===== config.mk =====
export PLATFORM = sky130hd
export DESIGN_NAME = urate_mul_ctrl
export DESIGN_NICKNAME = d
export VERILOG_FILES = /design/src/rtl/urate_pkg.sv /design/src/rtl/urate_vdc_gen.sv /design/src/rtl/urate_mul_ctrl.sv
export SDC_FILE = /design/constraint.sdc
export NUM_CORES = 1
export LEC_CHECK = 0
export BUFFER_PORTS_ARGS = -buffer_cell sky130_fd_sc_hd__buf_4
export CAP_MARGIN = 20
export CORE_MARGIN = 5
export CORE_UTILIZATION = 25
export CTS_BUF_LIST = sky130_fd_sc_hd__clkbuf_8
export DETAILED_ROUTE_END_ITERATION = 12
export PLACE_DENSITY = 0.45
export SLEW_MARGIN = 10
export SYNTH_ARGS = -nofsm -noshare
export SYNTH_HDL_FRONTEND = slang
export SYNTH_HIERARCHICAL = 1
export SYNTH_SLANG_ARGS = --single-unit

===== constraint.sdc =====
create_clock -name clk -period 2.89 [get_ports clk]
set_clock_uncertainty 0.05 [all_clocks]
set_input_delay 0.1445 -clock clk [delete_from_list [all_inputs] [get_ports clk]]
set_output_delay 0.1445 -clock clk [all_outputs]
set_load 0.03 [all_outputs]

===== src/rtl/urate_pkg.sv =====
// Shared types for the unary-rate multiplier sequencer: FSM state encoding,
// default operand width, stream length and counter/accumulator types.
package urate_pkg;

   localparam int URATE_WIDTH = 8;
   localparam int STREAM_LEN  = 2 ** (URATE_WIDTH - 1);

   typedef enum logic [1:0] {
      ST_IDLE  = 2'd0,
      ST_RUN   = 2'd1,
      ST_DRAIN = 2'd2,
      ST_DONE  = 2'd3
   } state_e;

   typedef logic [URATE_WIDTH-2:0] cnt_t;
   typedef logic [URATE_WIDTH-1:0] acc_t;

endpackage


===== src/rtl/urate_vdc_gen.sv =====
// Stream counter and van der Corput word source: bit-reversed count while issuing,
// plus a one-cycle delayed copy of issue/count that lines up with the lane's register.
module urate_vdc_gen
   import urate_pkg::*;
#(
   parameter int WIDTH = URATE_WIDTH
) (
   input  logic             clk,
   input  logic             rst_n,
   input  logic             start_i,
   input  logic             issue_i,
   output logic [WIDTH-2:0] randw_o,
   output logic [WIDTH-2:0] cnt_d_o,
   output logic             issue_d_o,
   output logic             last_o
);

   logic [WIDTH-2:0] cnt_q;
   logic [WIDTH-2:0] cnt_d_q;
   logic             issue_d_q;
   logic [WIDTH-2:0] rev;

   always_ff @(posedge clk or negedge rst_n) begin
      if (!rst_n) begin
         cnt_q     <= '0;
         cnt_d_q   <= '0;
         issue_d_q <= 1'b0;
      end else begin
         if (start_i) begin
            cnt_q <= '0;
         end else if (issue_i) begin
            cnt_q <= cnt_q + {{(WIDTH-2){1'b0}}, 1'b1};
         end
         issue_d_q <= issue_i;
         cnt_d_q   <= cnt_q;
      end
   end

   always_comb begin
      rev = '0;
      for (int b = 0; b < WIDTH - 1; b++) begin
         rev[b] = cnt_q[WIDTH-2-b];
      end
   end

   // Word is forced to zero outside the stream so the lane sees a quiet input.
   assign randw_o   = issue_i ? rev : '0;
   assign last_o    = issue_i && (cnt_q == '1);
   assign cnt_d_o   = cnt_d_q;
   assign issue_d_o = issue_d_q;

endmodule


===== src/rtl/urate_mul_ctrl.sv =====
// Sequencer for one unary-rate multiplier lane: accept, stream, drain, report.
// Optional URATE_MUL_CTRL_ZERO_SKIP_EN short-circuits zero-magnitude operands to DONE.
module urate_mul_ctrl
   import urate_pkg::*;
#(
   parameter int WIDTH = URATE_WIDTH
) (
   input  logic             clk,
   input  logic             rst_n,
   input  logic             i_valid,
   output logic             o_ready,
   input  logic [WIDTH-1:0] i_data_i,
   input  logic [WIDTH-1:0] i_data_w,
   output logic [WIDTH-2:0] o_data_w,
   output logic [WIDTH-2:0] o_randW,
   output logic             o_bit_i,
   input  logic             i_bit,
   output logic             o_res_valid,
   input  logic             i_res_ready,
   output logic             o_res_sign,
   output logic [WIDTH-1:0] o_res_mag,
   output logic             o_busy
);

   state_e           state_q;
   logic             sign_q;
   logic [WIDTH-2:0] mag_i_q;
   logic [WIDTH-2:0] mag_w_q;
   logic [WIDTH-1:0] acc_q;

   logic             accept;
   logic             issue;
   logic             issue_d;
   logic             last;
   logic [WIDTH-2:0] cnt_d;

   assign accept = (state_q == ST_IDLE) && i_valid;
   assign issue  = (state_q == ST_RUN);

   urate_vdc_gen #(.WIDTH(WIDTH)) u_vdc (
      .clk       (clk),
      .rst_n     (rst_n),
      .start_i   (accept),
      .issue_i   (issue),
      .randw_o   (o_randW),
      .cnt_d_o   (cnt_d),
      .issue_d_o (issue_d),
      .last_o    (last)
   );

   always_ff @(posedge clk or negedge rst_n) begin
      if (!rst_n) begin
         state_q <= ST_IDLE;
         sign_q  <= 1'b0;
         mag_i_q <= '0;
         mag_w_q <= '0;
         acc_q   <= '0;
      end else begin
         // Accumulation follows the delayed issue flag, so it spills into DRAIN.
         if (issue_d) begin
            acc_q <= acc_q + {{(WIDTH-1){1'b0}}, i_bit};
         end
         case (state_q)
            ST_IDLE: begin
               if (i_valid) begin
                  mag_i_q <= i_data_i[WIDTH-2:0];
                  mag_w_q <= i_data_w[WIDTH-2:0];
                  sign_q  <= i_data_i[WIDTH-1] ^ i_data_w[WIDTH-1];
                  acc_q   <= '0;
                  state_q <= ST_RUN;
`ifdef URATE_MUL_CTRL_ZERO_SKIP_EN
                  if ((i_data_i[WIDTH-2:0] == '0) || (i_data_w[WIDTH-2:0] == '0)) begin
                     sign_q  <= 1'b0;
                     state_q <= ST_DONE;
                  end
`endif
               end
            end
            ST_RUN: begin
               if (last) begin
                  state_q <= ST_DRAIN;
               end
            end
            ST_DRAIN: begin
               state_q <= ST_DONE;
            end
            ST_DONE: begin
               if (i_res_ready) begin
                  state_q <= ST_IDLE;
               end
            end
            default: begin
               state_q <= ST_IDLE;
            end
         endcase
      end
   end

   assign o_ready     = (state_q == ST_IDLE);
   assign o_busy      = (state_q == ST_RUN) || (state_q == ST_DRAIN);
   assign o_res_valid = (state_q == ST_DONE);
   assign o_res_sign  = sign_q;
   assign o_res_mag   = acc_q;
   assign o_data_w    = mag_w_q;
   assign o_bit_i     = issue_d && (cnt_d < mag_i_q);

endmodule


==> run_results.csv <==
group,metric,value,unit
run_status,run_status,"complete, no violations",
clock_tree,clk_pin_slew_worst_paths,0.08,ns
placement,detailedPlacementHpwl,3005,um
worst_setup_path,critical_path_buf_inv_count,2,
floorplanning,placeableCoreArea,0.007253,sq mm
worst_setup_path,crit_path_cell_trace,"inv_1, ha_1, nand4_1, nor2_1, and2_1, clkinvlp_2, a222oi_1, mux2_1",
placement,finalWeightedCongestion,0.7023,
worst_setup_path,critical_path.startpoint_type,"flop",
worst_setup_path,path_delay_family,"simple AND/OR/NAND/NOR gates",
timing,achievable-frequency,471.3,MHz
synthesis,ys_flop_type,"sky130_fd_sc_hd__dfrtp_1",
worst_setup_path,worstPathMaxFanout,4,
drt,detailedRoute.firstPassIterationCount,4,
synthesis,yosys_register_bits,40,
power,seq_power_share,45.5,%
timing,totalNegativeSetupSlack,0,ns
power,ir_drop,0.1773,mV
placement,io_buffers,47,
clock_tree,postCtsSetupBuffers,0,
clock_tree,tritoncts.num_buffers,5,
layout,synthToLayoutAreaGrowth,36.35,%
clock_tree,cts_root_buffer,"sky130_fd_sc_hd__clkbuf_8",
drt,detail_route.wl_per_cell,12.16,um
drt,wirelength,4170,um
clock_tree,clockBufferDepth,2,
layout,finish.net_count,278,
synthesis,post-synth-top-count-cell,"sky130_fd_sc_hd__nand2_1",
layout,post_route_cells_drive_above_1_share,25.82,%
worst_setup_path,critPathRequiredTime,3.02,ns
synthesis,synth_sequential_area_ratio,53.94,%
floorplanning,die_h,96.15,um
synthesis,number_of_nets_in_the_synthesized_netlist,220,
min_path,worstHoldPathType,"in2reg",
layout,diodes,0,
power,power_per_cell_area,576.7,mW/mm^2
clock_tree,worst_skew_pair.late_latency,0.29,ns
drt,drt-vias-per-instance,4.198,
synthesis,synthTopCellsByArea,"sky130_fd_sc_hd__dfrtp_1 54%, sky130_fd_sc_hd__ha_1 9.4%, sky130_fd_sc_hd__nand2_1 8.3%, sky130_fd_sc_hd__nor2_1 2.8%, sky130_fd_sc_hd__xor2_1 2.8%",
clock_tree,clock_tree.htree_level_count,2,
power,comb_power_share,20.4,%
power,totalPowerFinal,1.459,mW
power,power.static_leakage,1.292,nW
synthesis,top_cell_type_s_share_of_synthesized_area,53.94,%
timing,final_min_period_over_clock_period,73.41,%
synthesis,synthesis.yosys.warnings,6,
timing,final_hold_viol_count,0,
synthesis,netlist_area,0.001856,sq mm
drt,detail_route.drc_violations,0,
worst_setup_path,worst_path_largest_cell_delay,0.41,ns
floorplanning,rows,31,
job,timing.max_cap.violations,0,
power,netSwitchingFraction,29.09,%
synthesis,ys_async_sr_fraction,100.0,%
global_route,grt_max_degree,41,
synthesis,synthesized_netlist_cell_count,185,
synthesis,synth.avg_cell_area,10.03,sq um
floorplanning,ioPinCount,48,
clock_tree,cts_num_sinks,40,
synthesis,count_of_flip_flops_with_a_built_in_enable_after_synthesis,0,
global_route,grt_remaining_overflow,0,
global_route,grt_util_all_layers,9.468,%
floorplanning,floorplan.initialDensity,25.58,%
timing,worstMarginPinSlew,0.5182,ns
floorplanning,die_width,96.15,um
global_route,grt_antenna_before_repair,0,
worst_setup_path,endpoint_kind,"flop",
floorplanning,die-area,0.009245,sq mm
timing,report.final.setup_viol,0,
global_route,number_of_global_route_vias_before_repair,1428,
worst_setup_path,critical_path_class,"reg2reg",
worst_setup_path,crit_slowest_cell,"sky130_fd_sc_hd__dfrtp_1",
power,cellInternalPower,1.035,mW
drt,ant_nets,0,
timing,final.min_clock_period,2.122,ns
drt,drt-initial-drc-count,35,
power,part_of_the_power_in_the_clock_network,34.1,%
timing,drv_slew,0,
global_route,global_route_wire_length_before_repair,6706,um
power,switchingPower,0.4244,mW
timing,max_slew_margin,65.45,%
synthesis,synth_top_cells_by_count,"41 x sky130_fd_sc_hd__nand2_1, 40 x sky130_fd_sc_hd__dfrtp_1, 14 x sky130_fd_sc_hd__ha_1, 14 x sky130_fd_sc_hd__nor2_1, 11 x sky130_fd_sc_hd__inv_1",
clock_tree,tritoncts,"built",
worst_setup_path,critical_path_arrival,2.25,ns
synthesis,ys_types,28,
timing,rsz0062_at_grt,"false",
synthesis,synth_area_leader_cell,"sky130_fd_sc_hd__dfrtp_1",
drt,routed-via-count,1440,
==> through the flow <==
step	area, sq um	utilization (%)	hold WS [ns]	worst slack [ns]	cells
global placement	2313	31.90	0.1227	0.7938	326
floorplan	1856	-	-0.2011	0.7633	185
global route	2530	34.88	0.01902	0.5823	343
detailed placement	2313	31.90	0.1193	0.7559	326
CTS	2530	34.88	0.01061	0.7444	343
finish	2530	34.88	0.02170	0.7684	343
==> flip-flops by register name (all words and copies together) (netlist names) <==
signal           flops
o_res_mag            8
mag_i_q              7
o_data_w             7
u_vdc/cnt_d_o        7
u_vdc/cnt_q          7
state_q              2
o_res_sign           1
u_vdc/issue_d_o      1
==> worst register-to-register path, cell delays in order (launching register included) <==
cell	delay (ns)
sky130_fd_sc_hd__dfrtp_1	0.41
sky130_fd_sc_hd__inv_1	0.11
sky130_fd_sc_hd__ha_1	0.17
sky130_fd_sc_hd__nand4_1	0.12
sky130_fd_sc_hd__nor2_1	0.17
sky130_fd_sc_hd__and2_1	0.15
sky130_fd_sc_hd__clkinvlp_2	0.08
sky130_fd_sc_hd__a222oi_1	0.38
sky130_fd_sc_hd__mux2_1	0.36
==> logic make-up (layout without fill, tap and decap cells) <==
kind of cell | after synthesis | count (layout) | share of synthesized area [%]
buf+inv | 20 | 79 | 4.517
mux | 6 | 6 | 3.372
fa+ha+maj | 14 | 14 | 9.440
xor+xnor | 8 | 8 | 3.776
compound gates | 21 | 21 | 6.136
simple gates | 76 | 76 | 18.81
flops | 40 | 40 | 53.94
==> routing by layer <==
metal	track usage (%)	share of wire (%)	up-vias
met2	15.87	49	28
li1	-	-	717
met5	0	0	-
met4	3.555	0.79	0
met3	2.658	5.1	2
met1	11.48	45	693
==> power by group through the flow <==
stage	registers [mW]	logic, mW	clock network, mW
6_report	0.663	0.298	0.498
5_1_grt	0.673	0.323	0.546
3_5_place_dp	0.674	0.293	0
4_1_cts	0.663	0.303	0.520
2_1_floorplan	0.753	0.0807	0
3_3_place_gp	0.676	0.289	0
==> placed cells by master, fill, tap and decap left out, drive strengths merged <==
master / n
inv: 12
o21ai: 12
ha: 14
nand3: 2
buf: 49
nand4: 5
or3: 4
a222oi: 1
clkbuf: 7
clkinvlp: 1
bufinv: 1
mux2: 2
nor2b: 2
dfrtp: 40
xnor2: 2
nand2: 41
a21oi: 7
dlygate4sd3: 9
nor2: 14
xor2: 6
o2111ai: 1
mux2i: 4
and2: 8
==> repair_timing <==
item / CTS / global route
resized for setup: 0 / 0
hold buffers: 9 / 0
endpoints found under the hold margin: 48 / 0
==> layout make-up <==
class                           count  area (sq um)
Inverter                           13         50.05
Clock buffer                        7         96.34
Timing Repair Buffer               58         457.9
Fill cell                         771          4723
Clock inverter                      1         30.03
Sequential cell                    40          1001
Tap cell                           99         123.9
Multi-Input combinational cell    125         770.7
==> path summary, 6_finish.rpt <==
kind                                             from                          to  slack, ns  depth (start not counted)
max                            state_q[1]$_DFFE_PN0P_      state_q[1]$_DFFE_PN0P_       0.77                          8
min                                       i_data_i[3]      mag_i_q[3]$_DFFE_PN0P_       0.02                          3
max reg2reg                    state_q[1]$_DFFE_PN0P_      state_q[1]$_DFFE_PN0P_       0.77                          8
min reg2reg                u_vdc/cnt_q[6]$_DFFE_PN0P_  u_vdc/cnt_d_o[6]$_DFF_PN0_       0.40                          0
max in group asynchronous                       rst_n      o_res_mag[6]$_DFF_PN0_       2.10                          2
min in group asynchronous                       rst_n      o_res_mag[4]$_DFF_PN0_       0.33                          2
Power figures use the tool's default switching activity.
